### config.mk
export PLATFORM = sky130hd
export DESIGN_NAME = press_classifier_ip
export DESIGN_NICKNAME = d
export VERILOG_FILES = /design/src/rtl/press_classifier_ip_pkg.sv /design/src/rtl/press_timer.sv /design/src/rtl/press_classifier_ip.sv
export SDC_FILE = /design/constraint.sdc
export NUM_CORES = 1
export LEC_CHECK = 0
export BUFFER_PORTS_ARGS = -buffer_cell sky130_fd_sc_hd__buf_2
export CAP_MARGIN = 20
export CORE_MARGIN = 3
export CORE_UTILIZATION = 50
export CTS_CLUSTER_SIZE = 28
export DETAILED_ROUTE_END_ITERATION = 10
export GPL_TIMING_DRIVEN = 0
export HOLD_SLACK_MARGIN = 0.06
export MAX_ROUTING_LAYER = met4
export PLACE_DENSITY_LB_ADDON = 0.1
export SYNTH_ARGS = -nofsm -noshare
export SYNTH_HDL_FRONTEND = slang
export SYNTH_SLANG_ARGS = --single-unit
### constraint.sdc
create_clock -name clk_i -period 2.5 [get_ports clk_i]
set_input_delay 0.125 -clock clk_i [delete_from_list [all_inputs] [get_ports clk_i]]
set_output_delay 0.125 -clock clk_i [all_outputs]
set_load 0.05 [all_outputs]
### src/rtl/press_classifier_ip_pkg.sv
// press_classifier_ip_pkg: shared state encoding and counter-width helper for the press classifier.
package press_classifier_ip_pkg;

  typedef enum logic [2:0] {
    IDLE      = 3'd0,
    PRESS1    = 3'd1,
    LONG_HELD = 3'd2,
    GAP       = 3'd3,
    PRESS2    = 3'd4
  } state_t;

  function automatic int cnt_width(input int a, input int b);
    return $clog2(a > b ? a : b);
  endfunction

endpackage

### src/rtl/press_timer.sv
// press_timer: clear/enable cycle counter with terminal-count compare.
module press_timer #(
  parameter int W = 3
) (
  input  logic         clk,
  input  logic         rst_n,
  input  logic         clr,
  input  logic         en,
  input  logic [W-1:0] term,
  output logic         done
);

  logic [W-1:0] cnt;

  always_ff @(posedge clk or negedge rst_n)
    if (!rst_n) cnt <= '0;
    else if (clr) cnt <= '0;
    else if (en) cnt <= cnt + 1'b1;

  assign done = cnt == term;

endmodule

### src/rtl/press_classifier_ip.sv
// press_classifier_ip: classifies debounced button activity into short, long and double-click pulses.
// Double-click detection (GAP/PRESS2, double_o) is built only with PRESS_CLASSIFIER_DOUBLE_EN defined.
module press_classifier_ip
  import press_classifier_ip_pkg::*;
#(
  parameter int LongPressCycles = 50_000_000,
  parameter int GapCycles       = 25_000_000
) (
  input  logic clk_i,
  input  logic rst_ni,
  input  logic level_i,
  output logic short_o,
  output logic long_o,
  output logic double_o,
  output logic held_o,
  output logic busy_o
);

`ifdef PRESS_CLASSIFIER_DOUBLE_EN
  localparam int W = cnt_width(LongPressCycles, GapCycles);
`else
  localparam int W = cnt_width(LongPressCycles, LongPressCycles);
`endif
  // PRESS1 is entered on the edge that already samples the first high level,
  // so its terminal is one lower to make long_o land after edge LongPressCycles-1.
  localparam logic [W-1:0] LONG_TERM = W'(LongPressCycles - 2);
  localparam logic [W-1:0] GAP_TERM  = W'(GapCycles - 1);

  state_t state;
  logic   lvl_q, rise, fall, done, clr, en;

  assign rise = level_i & ~lvl_q;
  assign fall = ~level_i & lvl_q;
  assign en   = state == PRESS1 || state == GAP;
  assign clr  = !en || (state == PRESS1 && fall);

  press_timer #(.W(W)) u_timer (
    .clk  (clk_i),
    .rst_n(rst_ni),
    .clr  (clr),
    .en   (en),
    .term (state == GAP ? GAP_TERM : LONG_TERM),
    .done (done)
  );

  always_ff @(posedge clk_i or negedge rst_ni)
    if (!rst_ni) begin
      state    <= IDLE;
      lvl_q    <= 1'b1;
      short_o  <= 1'b0;
      long_o   <= 1'b0;
      double_o <= 1'b0;
      held_o   <= 1'b0;
      busy_o   <= 1'b0;
    end else begin
      lvl_q    <= level_i;
      short_o  <= 1'b0;
      long_o   <= 1'b0;
      double_o <= 1'b0;
      case (state)
        IDLE: if (rise) begin
          state  <= PRESS1;
          busy_o <= 1'b1;
        end
        PRESS1: if (fall) begin
`ifdef PRESS_CLASSIFIER_DOUBLE_EN
          state <= GAP;
`else
          state   <= IDLE;
          short_o <= 1'b1;
          busy_o  <= 1'b0;
`endif
        end else if (done) begin
          state  <= LONG_HELD;
          long_o <= 1'b1;
          held_o <= 1'b1;
        end
        LONG_HELD: if (fall) begin
          state  <= IDLE;
          held_o <= 1'b0;
          busy_o <= 1'b0;
        end
`ifdef PRESS_CLASSIFIER_DOUBLE_EN
        GAP: if (rise) begin
          state    <= PRESS2;
          double_o <= 1'b1;
        end else if (done) begin
          state   <= IDLE;
          short_o <= 1'b1;
          busy_o  <= 1'b0;
        end
        PRESS2: if (fall) begin
          state  <= IDLE;
          busy_o <= 1'b0;
        end
`endif
        default: begin
          state  <= IDLE;
          held_o <= 1'b0;
          busy_o <= 1'b0;
        end
      endcase
    end

endmodule

Word level (Yosys, flattened, before mapping) --
Cells that the tools add are included.
Cells by class: bitwise operators 5, reduce and logical (&&, ||, !) cells 10, add/subtract/negate cells 1, equal/unequal tests 10, multiplexer cells 19
Operators by type and width (number):
- 2-to-1 mux 26 bit | 3
- adder 26 x 1 -> 26 bit (second input constant) | 1
- == test 26 bit | 1
- 2-to-1 mux 3 bit | 4
- 2-to-1 mux 1 bit | 9
- one-hot mux 3 bit (3 select lines) | 1
- != test 2 bit (second input constant) | 4
- == test 3 x 2 -> 1 bit (second input constant) | 2
- AND reduction 4 bit | 1
- == test 3 x 1 -> 1 bit (second input constant) | 1
- zero test 3 bit | 1
- != test 3 bit (second input constant) | 1
- inverter 1 bit | 3
- one-hot mux 1 bit (3 select lines) | 1
- AND reduction 3 bit | 1
- bitwise AND 1 bit | 2
- logical OR 1 bit | 2
- != test 2 x 1 -> 1 bit (second input constant) | 1
- one-hot mux 1 bit (2 select lines) | 1
- AND reduction 2 bit | 1
- nonzero test 2 bit | 1
- OR reduction 2 bit | 1
- logical AND 1 bit | 1
- zero test 1 bit | 1
Storage, ports and cells: flip-flop bits (word level) 34, word-level logic and storage cells 52

Logic depth before layout (Yosys ltp) --
Gate-level depths: netlist of run 1.
depth in word-level cells 6, gate-level depth with buffers 7, mapped depth without buffers 6

Modules after synthesis --
A second synthesis of run 1 with hierarchy kept.
Unflattened totals: cells, all modules 223, area, all modules 2114.5 um2
By module, submodules not included:
- press_timer | area each 1644.1 um2, times used 1, seq. area each 650.6 um2, cells each 176
- press_classifier_ip | area each 470.5 um2, times used 1, seq. area each 176.4 um2, cells each 47

Worst setup path after synthesis of run 1 --
OpenSTA, ideal clock, no wires.
path type flip-flop to flip-flop, start reg state[1], end reg state[0], library setup time 0.079 ns, path slack 0.746 ns, buffers on the path 0, data arrival time 1.674 ns, clock period less this slack 1.754 ns, cell stages (with the launch flop) 6, data required time 2.421 ns, cells stage by stage dfrtp_1 ha_1 nor4bb_1 mux2i_1 a2111oi_2 mux2i_1
On the way: word-level cells in the longest chain between the ends 5, elaborated cells on any way between the ends 11, those cells by class 7 x eq/ne; 2 x mux; 2 x reduce/logical
Ends and longest elaborated chain:
- from (decl) | RTL line press_classifier_ip.sv:29 | state_t state;
- from (signal assigned) | RTL line press_classifier_ip.sv:48 | state <= IDLE;
- from (signal assigned) | RTL line press_classifier_ip.sv:62 | state <= PRESS1;
- from (signal assigned) | RTL line press_classifier_ip.sv:69 | state <= IDLE;
- == test 3 x 2 -> 1 bit | RTL line press_classifier_ip.sv:42 | .term (state == GAP ? GAP_TERM : LONG_TERM),
- 2-to-1 mux 26 bit | RTL line press_classifier_ip.sv:42
- == test 26 bit | RTL line press_timer.sv:20 | assign done = cnt == term;
- != test 3 bit (no source line)
- AND reduction 3 bit (no source line)
Several ways; a longest one is shown, not always the timed one. A chain may end at the register's enable or synchronous reset.

Worst setup path after layout of run 1 --
start reg state[1], end reg u_timer.cnt[12]
On the way: word-level cells in the longest chain between the ends 5, elaborated cells on any way between the ends 8, those cells by class 2 x eq/ne; 1 x mux; 5 x reduce/logical
Ends and longest elaborated chain:
- == test 3 x 1 -> 1 bit or == test 3 x 2 -> 1 bit (tied branches) | RTL line press_classifier_ip.sv:34, press_classifier_ip.sv:35
- logical OR 1 bit | RTL line press_classifier_ip.sv:34 | assign en = state == PRESS1 || state == GAP;
- zero test 1 bit | RTL line press_classifier_ip.sv:35 | assign clr = !en || (state == PRESS1 && fall);
- logical OR 1 bit | RTL line press_classifier_ip.sv:35
- 2-to-1 mux 26 bit or nonzero test 2 bit (tied branches)
- to (signal assigned) | RTL line press_timer.sv:18 | else if (en) cnt <= cnt + 1'b1;
- to (decl) | RTL line press_timer.sv:13 | logic [W-1:0] cnt;
Several ways; a longest one is shown, not always the timed one.

==> flow_metrics.env, run 1 <==
export IMPL_outcome="completed"
export IMPL_fin_crit_sh_pct=85.9
export IMPL_post_route_cell_area_mm2=0.00209
export IMPL_yosys_most_used_dff="dfrtp_1"
export IMPL_cts_resized=0
export IMPL_firstDrtPassIters=4
export IMPL_hold_class="in2async"
export IMPL_die_w_um=67.6
export IMPL_clock_latency_ns=0.28
export IMPL_postSynthAreaPerCell_um2=9.67
export IMPL_r2r_start="state[1]"
export IMPL_synth_top_area_share_pct=42.2
export IMPL_ant_nets=0
export IMPL_gp_congestion=0.922
export IMPL_synth_yosys_seq_area_share_pct=43.6
export IMPL_finalMaxSlewViolations=0
export IMPL_swShare_pct=32.9
export IMPL_cts_num_sinks=33
export IMPL_setup_worst_path_end_class="register"
export IMPL_synthArstFlopShare_pct=100
export IMPL_path_clk_slew_ns=0.06
export IMPL_antennaDiodeCount=0
export IMPL_htreeDepth=2
export IMPL_design_power_total_mw=1.35
export IMPL_maxCapViolCount=0
export IMPL_fill_cells=309
export IMPL_seqPwrFrac_pct=44.5
export IMPL_synth_seq_cells=33
export IMPL_ys_types=46
export IMPL_synth_area_leader_cell="dfrtp_1"
export IMPL_cts_buffers=5
export IMPL_clockPowerShare_pct=29.2
export IMPL_drive_gt1_share_pct=12.3
export IMPL_grt_pass1_wl_um=6960
export IMPL_cts_buffer_depth=2
export IMPL_grt_max_degree=34
export IMPL_path_class="reg2reg"
export IMPL_worst_ir_drop_vdd_mv=0.394
export IMPL_place_area_mm2=0.00198
export IMPL_finalSetupViolations=0
export IMPL_grt_usage_pct=21.4
export IMPL_drt_iter0_markers=118
export IMPL_io_pins=8
export IMPL_p_int_mw=0.909
export IMPL_power_density_mw_per_mm2=648
export IMPL_fp_dieH_um=67.6
export IMPL_cp_data_required_time_ns=2.65
export IMPL_rsz0062_at_grt="false"
export IMPL_place_port_buffers=6
export IMPL_clockRootBuffer="clkbuf_8"
export IMPL_synth_area_leaders="dfrtp_1 (42%), a21oi_1 (3.7%), xor2_1 (3.7%), ha_1 (3.3%), nand3_1 (3.2%)"
export IMPL_start_kind="register"
export IMPL_synth_warning_count=0
export IMPL_crit_start="state[1]"
export IMPL_initial_core_util_pct=54.2
export IMPL_grt_pass1_vias=1460
export IMPL_crit_fanout=10
export IMPL_syn_num_nets=204
export IMPL_worstMarginPinSlew_ns=0.723
export IMPL_max_freq_mhz=466
export IMPL_fin_crit_ns=2.15
export IMPL_fp_coreArea_mm2=0.00349
export IMPL_cts_tree="yes"
export IMPL_die_area_mm2=0.00457
export IMPL_grt_antenna_before_repair=0
export IMPL_syn_to_final_growth_pct=10.2
export IMPL_leakage_nw=0.884
export IMPL_hpwlAfterDp_um=2770
export IMPL_nets=219
export IMPL_synth_edf_count=0
export IMPL_syn_area_mm2=0.00190
export IMPL_pwr_share_comb_pct=26.3
export IMPL_drc=0
export IMPL_crit_arrival_ns=2.30
export IMPL_viasPerCell=5.94
export IMPL_grt_remaining_overflow=0
export IMPL_hold_violations=0
export IMPL_routed_wl_um=3930
export IMPL_num_vias=1526
export IMPL_slew_headroom_pct=51.8
export IMPL_switching_power_mw=0.445
export IMPL_wl_per_cell_um=15.3
export IMPL_skew_ns=0.00277
export IMPL_tns_ns=0
export IMPL_synthCells=196
export IMPL_std_cell_rows=21
==> worst max-delay path: stages, from the launching register on <==
cell      delay (ns)
dfrtp_1         0.44
inv_1           0.11
ha_1            0.27
and3b_1         0.18
clkbuf_1        0.21
or2_0           0.30
clkbuf_1        0.40
nor2_1          0.10
==> routing by layer <==
layer	vias up	global-route usage [%]	share of wire (%)
met2	29	30.0	46
li1	748	-	-
met1	742	29.4	49
met5	-	-	0
met4	0	8.10	1.8
met3	7	5.66	3.6
==> cell usage in the layout (no fill, tap or decap), types with 6 or more instances in the layout <==
cell,count
nand4_1,6
xor2_1,8
a21oi_1,14
nand3_1,12
nor2_1,16
nand2_1,16
o31ai_1,6
dfrtp_1,32
buf_2,6
clkbuf_8,6
or4_1,6
==> cell type report <==
type                       count  area, um2  area share (%)
multi-input combinational    150        993            47.5
sequential                    33        827            39.6
clock buffer                   7       86.3            4.13
tap                           46       57.6            2.75
buffer                         8       56.3            2.69
timing repair buffer           8       50.0            2.40
inverter                       5       18.8           0.898
==> state kept, by name (all words and copies together) (netlist names) <==
register     count
long_o           1
state            2
busy_o           1
short_o          1
held_o           1
lvl_q            1
u_timer.cnt     26
==> power by group through the flow <==
stage	clock (mW)	sequential [mW]	combinational [mW]
after floorplan	0	0.640	0.238
after global placement	0	0.611	0.348
after detailed placement	0	0.611	0.356
after CTS	0.409	0.602	0.360
after global routing	0.440	0.610	0.405
final	0.395	0.602	0.356
==> logic make-up after synthesis <==
group	count (synthesis)	synth area share (%)
buffers and inverters	13	3.96
other	1	0.198
XOR/XNOR	11	5.08
AND/OR/NAND/NOR	93	28.8
flip-flops	33	43.6
AO/OA/AOI/OAI	34	11.7
multiplexers	6	3.23
adder cells (fa/ha/maj)	5	3.30
==> final timing paths <==
check                           slack (ns)  depth (start not counted)              end
worst max-delay path                  0.35                          7  u_timer.cnt[12]
worst min-delay path                  0.43                          2  u_timer.cnt[22]
worst min register to register        0.52                          2           busy_o
min in group clk_i                    0.52                          2           busy_o
worst max register to register        0.35                          7  u_timer.cnt[12]
max in group asynchronous             1.61                          2   u_timer.cnt[1]
==> synthesized netlist by cell type, types with 2 or more instances <==
cell type   n
o31ai_1     6
or4_1       6
xor2_1      8
and4_2      2
nor2_1     16
inv_1       5
a21oi_1    14
mux2i_1     5
nand4_1     6
ha_1        5
xnor2_1     3
or3_1       3
dfrtp_1    32
nor3_1      3
and2_1      5
and3_1      4
clkbuf_1    4
nor4bb_1    3
nand2_1    16
nand3_1    12
o21ai_0     5
nor2b_1     2
or3_2       2
buf_6       3
nor4_1      3
and4_1      3
==> metrics by stage <==
step	hold WS (ns)	std cells	setup WS (ns)	util (%)
after floorplan	-0.171	196	0.746	-
final	0.435	257	0.354	59.8
after CTS	0.457	257	0.335	59.8
after global placement	0.221	248	0.397	56.7
after detailed placement	0.228	248	0.355	56.7
after global routing	0.522	257	0.113	59.8
==> what timing repair did <==
item                                    in CTS  in global routing
hold buffers                                 2                  0
buffers inserted                             0                  0
endpoints found under the setup margin       0                  0
hold endpoints to repair                    33                  0
Note: power is estimated with default switching activity, not from simulation.
==> run 2, diff against run 1 <==
Settings changed: BUFFER_PORTS_ARGS -buffer_cell sky130_fd_sc_hd__buf_2 to -buffer_cell sky130_fd_sc_hd__clkbuf_2.
==> run 2 against run 1 <==
Power up 3.8%. Worst hold slack better by 0.012 ns. Wire length increased by 3.2%. Non-clock buffer count unchanged. Count of clock-buffer cells in the layout stayed put. Fmax down 0.72%. Highest routed layer unchanged. Sequential power about the same. Global-route usage increased by 0.43 points. Clock power up 12%. Worst setup slack worse by 0.016 ns. Critical path depth did not move.
==> flow_metrics.env, run 2 (same netlist as run 1, synthesis figures left out) <==
export IMPL_worstMarginPinSlew_ns=0.794
export IMPL_place_port_buffers=6
export IMPL_place_area_mm2=0.00198
export IMPL_hold_class="in2async"
export IMPL_die_area_mm2=0.00457
export IMPL_hold_violations=0
export IMPL_drc=0
export IMPL_ant_nets=0
export IMPL_max_freq_mhz=463
export IMPL_clockPowerShare_pct=31.6
export IMPL_htreeDepth=2
export IMPL_slew_headroom_pct=47.0
export IMPL_io_pins=8
export IMPL_antennaDiodeCount=0
export IMPL_pwr_share_comb_pct=25.4
export IMPL_hpwlAfterDp_um=2880
export IMPL_seqPwrFrac_pct=43.0
export IMPL_num_vias=1543
export IMPL_start_kind="register"
export IMPL_switching_power_mw=0.467
export IMPL_tns_ns=0
export IMPL_drive_gt1_share_pct=13.2
export IMPL_drt_iter0_markers=99
export IMPL_grt_antenna_before_repair=0
export IMPL_viasPerCell=5.98
export IMPL_cts_buffers=5
export IMPL_crit_arrival_ns=2.32
export IMPL_die_w_um=67.6
export IMPL_grt_pass1_vias=1519
export IMPL_wl_per_cell_um=15.7
export IMPL_rsz0062_at_grt="false"
export IMPL_clock_latency_ns=0.29
export IMPL_cts_buffer_depth=2
export IMPL_p_int_mw=0.939
export IMPL_path_class="reg2reg"
export IMPL_fin_crit_ns=2.16
export IMPL_syn_to_final_growth_pct=11.0
export IMPL_final_common_cell="dfrtp_1"
export IMPL_fp_coreArea_mm2=0.00349
export IMPL_grt_remaining_overflow=0
export IMPL_postCtsSetupBuffers=0
export IMPL_firstDrtPassIters=4
export IMPL_swShare_pct=33.2
export IMPL_grt_pass1_wl_um=7180
export IMPL_initial_core_util_pct=54.2
export IMPL_dp_cells=248
export IMPL_final_cells=258
export IMPL_outcome="completed"
export IMPL_fin_crit_sh_pct=86.5
export IMPL_post_place_ws_ns=0.298
export IMPL_grt_usage_pct=21.8
export IMPL_worst_ir_drop_vdd_mv=0.372
export IMPL_post_route_cell_area_mm2=0.00210
export IMPL_cts_num_sinks=33
export IMPL_regMostFlops="u_timer.cnt"
export IMPL_maxCapViolCount=0
export IMPL_fp_dieH_um=67.6
export IMPL_setup_worst_path_end_class="register"
export IMPL_crit_fanout=10
export IMPL_cts_tree="yes"
export IMPL_grt_max_degree=34
export IMPL_leakage_nw=0.892
export IMPL_most_common_layout_cells="dfrtp_1 (32), nor2_1 (16), nand2_1 (16), a21oi_1 (14), nand3_1 (12)"
export IMPL_finalMaxSlewViolations=0
export IMPL_top_regs="u_timer.cnt x26, state x2"
export IMPL_finalSetupViolations=0
export IMPL_std_cell_rows=21
export IMPL_power_density_mw_per_mm2=668
export IMPL_largest_register_ffs=26
export IMPL_path_clk_slew_ns=0.07
export IMPL_skew_ns=0.00795
export IMPL_nets=219
export IMPL_gp_congestion=0.923
export IMPL_cp_data_required_time_ns=2.65
export IMPL_routed_wl_um=4060
export IMPL_clockRootBuffer="clkbuf_8"
export IMPL_fin_ws_ns=0.338
-- run 2: path summary, 6_finish.rpt --
path                       cells after the start               to  slack (ns)  startpoint
max                                            7   u_timer.cnt[7]        0.34    state[1]
min                                            2  u_timer.cnt[22]        0.45      rst_ni
max reg2reg                                    7   u_timer.cnt[7]        0.34    state[1]
min reg2reg                                    2           busy_o        0.53      busy_o
max in group asynchronous                      2   u_timer.cnt[1]        1.55      rst_ni
min in group clk_i                             2           busy_o        0.53      busy_o
-- run 2: per-layer routing --
| layer | track usage (%) | routed length [um] | vias up |
|---|---|---|---|
| met2 | 32.3 | 1920 | 31 |
| li1 | - | - | 748 |
| met5 | - | 0 | - |
| met3 | 4.99 | 131 | 7 |
| met1 | 28.6 | 1930 | 757 |
| met4 | 9.11 | 78 | 0 |
-- run 2: worst max-delay path: stages (launching register included) --
cell      delay, ns
dfrtp_1        0.44
inv_1          0.11
ha_1           0.28
and3b_1        0.19
clkbuf_1       0.21
or2_0          0.30
clkbuf_1       0.40
nor2_1         0.10
-- run 2: stage by stage --
stage                     power (mW)  hold slack, ns  util, %
after detailed placement       0.972           0.254     56.7
after global routing            1.51           0.521     60.2
after CTS                       1.43           0.475     60.2
after floorplan                0.878          -0.171        -
after global placement         0.959           0.249     56.7
final                           1.41           0.446     60.2
-- run 2: area by class of cell --
class / count / area [um2]
buffer: 8 / 56.3
sequential: 33 / 827
clock inverter: 1 / 5.00
tap: 46 / 57.6
timing repair buffer: 8 / 50.0
fill: 315 / 1390
clock buffer: 7 / 96.3
inverter: 5 / 18.8
multi-input combinational: 150 / 993
-- run 2: power by group through the flow --
stage | logic, mW | clock network, mW | registers [mW]
after floorplan | 0.238 | 0 | 0.640
after CTS | 0.362 | 0.460 | 0.604
after detailed placement | 0.359 | 0 | 0.614
final | 0.358 | 0.444 | 0.604
after global routing | 0.410 | 0.483 | 0.612
after global placement | 0.348 | 0 | 0.611
-- run 2: timing repair --
action,in CTS,in global routing
hold buffers,2,0
resized for setup,0,0
hold endpoints to repair,33,0
==> run 3, diff against run 2 <==
Settings changed: BUFFER_PORTS_ARGS -buffer_cell sky130_fd_sc_hd__clkbuf_2 to default, DONT_BUFFER_PORTS from default to 1.
==> run 3 against run 2 <==
Critical path depth is the same. Worst setup slack better by 0.0081 ns. Die area unchanged. Count of clock-buffer cells in the layout rose by 1. Combinational power is 11% lower. Design area fell by 1.5%. Clock skew up 0.0019 ns. Final cell count decreased by 1.9%. Core utilization shrank 0.90 points.
==> flow_metrics.env, run 3 (same netlist as run 1, synthesis figures left out) <==
export IMPL_gp_congestion=0.906
export IMPL_num_vias=1508
export IMPL_most_common_layout_cells="dfrtp_1 (32), nor2_1 (16), nand2_1 (16), a21oi_1 (14), nand3_1 (12)"
export IMPL_regArea_um2=827
export IMPL_grt_pass1_vias=1502
export IMPL_syn_to_final_growth_pct=9.37
export IMPL_viasPerCell=5.96
export IMPL_place_port_buffers=0
export IMPL_grt_max_degree=34
export IMPL_largest_register_ffs=26
export IMPL_post_place_ws_ns=0.318
export IMPL_nets=214
export IMPL_place_area_mm2=0.00195
export IMPL_drive_gt1_share_pct=9.66
export IMPL_worstMarginPinSlew_ns=0.610
export IMPL_multi_input_area_um2=993
export IMPL_std_cell_rows=21
export IMPL_cts_num_sinks=33
export IMPL_htreeDepth=2
export IMPL_wl_per_cell_um=15.6
export IMPL_fin_ws_ns=0.346
export IMPL_initial_core_util_pct=54.2
export IMPL_path_clk_slew_ns=0.06
export IMPL_rsz0062_at_grt="false"
export IMPL_cp_data_required_time_ns=2.64
export IMPL_hpwlAfterDp_um=2880
export IMPL_hold_class="in2reg"
export IMPL_crit_fanout=10
export IMPL_hold_violations=0
export IMPL_fill_cells=324
export IMPL_crit_start="state[1]"
export IMPL_tns_ns=0
export IMPL_grt_pass1_wl_um=7000
export IMPL_post_route_cell_area_mm2=0.00207
export IMPL_drt_iter0_markers=94
export IMPL_firstDrtPassIters=5
export IMPL_fin_crit_sh_pct=86.2
export IMPL_io_pins=8
export IMPL_worstHoldStart="level_i"
export IMPL_worst_ir_drop_vdd_mv=0.461
export IMPL_dp_cells=242
export IMPL_path_class="reg2reg"
export IMPL_finalSetupViolations=0
export IMPL_power_density_mw_per_mm2=641
export IMPL_leakage_nw=0.860
export IMPL_cts_buffers=5
export IMPL_grt_antenna_before_repair=0
export IMPL_clock_latency_ns=0.28
export IMPL_finish_utilization_pct=59.3
export IMPL_regMostFlops="u_timer.cnt"
export IMPL_max_freq_mhz=464
export IMPL_crit_arrival_ns=2.29
export IMPL_fp_coreArea_mm2=0.00349
export IMPL_skew_ns=0.00989
export IMPL_r2r_start="state[1]"
export IMPL_antennaDiodeCount=0
export IMPL_routed_wl_um=3940
export IMPL_design_power_total_mw=1.33
export IMPL_maxCapViolCount=0
export IMPL_ant_nets=0
export IMPL_clockRootBuffer="clkbuf_8"
export IMPL_whs_ns=0.0653
export IMPL_fin_crit_ns=2.15
export IMPL_cts_buffer_depth=2
export IMPL_grt_usage_pct=20.8
export IMPL_die_area_mm2=0.00457
export IMPL_fp_dieH_um=67.6
export IMPL_top_regs="u_timer.cnt x26, state x2"
export IMPL_final_common_cell="dfrtp_1"
export IMPL_finalMaxSlewViolations=0
export IMPL_start_kind="register"
export IMPL_final_cells=253
export IMPL_grt_remaining_overflow=0
export IMPL_die_w_um=67.6
export IMPL_drc=0
export IMPL_outcome="completed"
export IMPL_setup_worst_path_end_class="register"
export IMPL_slew_headroom_pct=59.0
export IMPL_cts_tree="yes"
## run 3: worst paths after layout
check	end	slack [ns]	depth (start not counted)
max	u_timer.cnt[9]	0.35	7
min	busy_o	0.07	2
max reg2reg	u_timer.cnt[9]	0.35	7
min reg2reg	u_timer.cnt[0]	0.55	1
max in group asynchronous	lvl_q	1.95	2
min in group asynchronous	u_timer.cnt[19]	0.29	2
## run 3: layout make-up
| type | instances | share of cell area (%) |
|---|---|---|
| buffer | 8 | 2.72 |
| clock buffer | 8 | 3.86 |
| inverter | 5 | 0.905 |
| multi-input combinational | 150 | 47.9 |
| sequential | 33 | 39.9 |
| tap | 46 | 2.78 |
| timing repair buffer | 3 | 1.93 |
## run 3: per-layer routing
| metal | wire (um) | part of all wire, % | track usage, % | vias up |
|---|---|---|---|---|
| met5 | 0 | 0 | - | - |
| met4 | 29 | 0.74 | 4.81 | 0 |
| met3 | 138 | 3.5 | 6.16 | 4 |
| met2 | 1890 | 48 | 31.7 | 31 |
| met1 | 1880 | 48 | 27.3 | 735 |
| li1 | - | - | - | 738 |
## run 3: repair_timing
item,in CTS,in global routing
endpoints found under the hold margin,34,0
setup endpoints to repair,0,0
hold buffers,3,0
resized for setup,0,0
setup buffers,0,0
## run 3: power by group
part	leakage, nW	switching, mW	internal (mW)
Clock	0.0395	0.173	0.197
Sequential	0.453	0.0688	0.568
Combinational	0.368	0.202	0.119
Total	0.860	0.444	0.885
## run 3: critical path: stages (launching register included)
cell,delay (ns)
dfrtp_1,0.43
inv_1,0.11
ha_1,0.28
and3b_1,0.19
clkbuf_1,0.21
or2_0,0.30
clkbuf_1,0.40
nor2_1,0.11
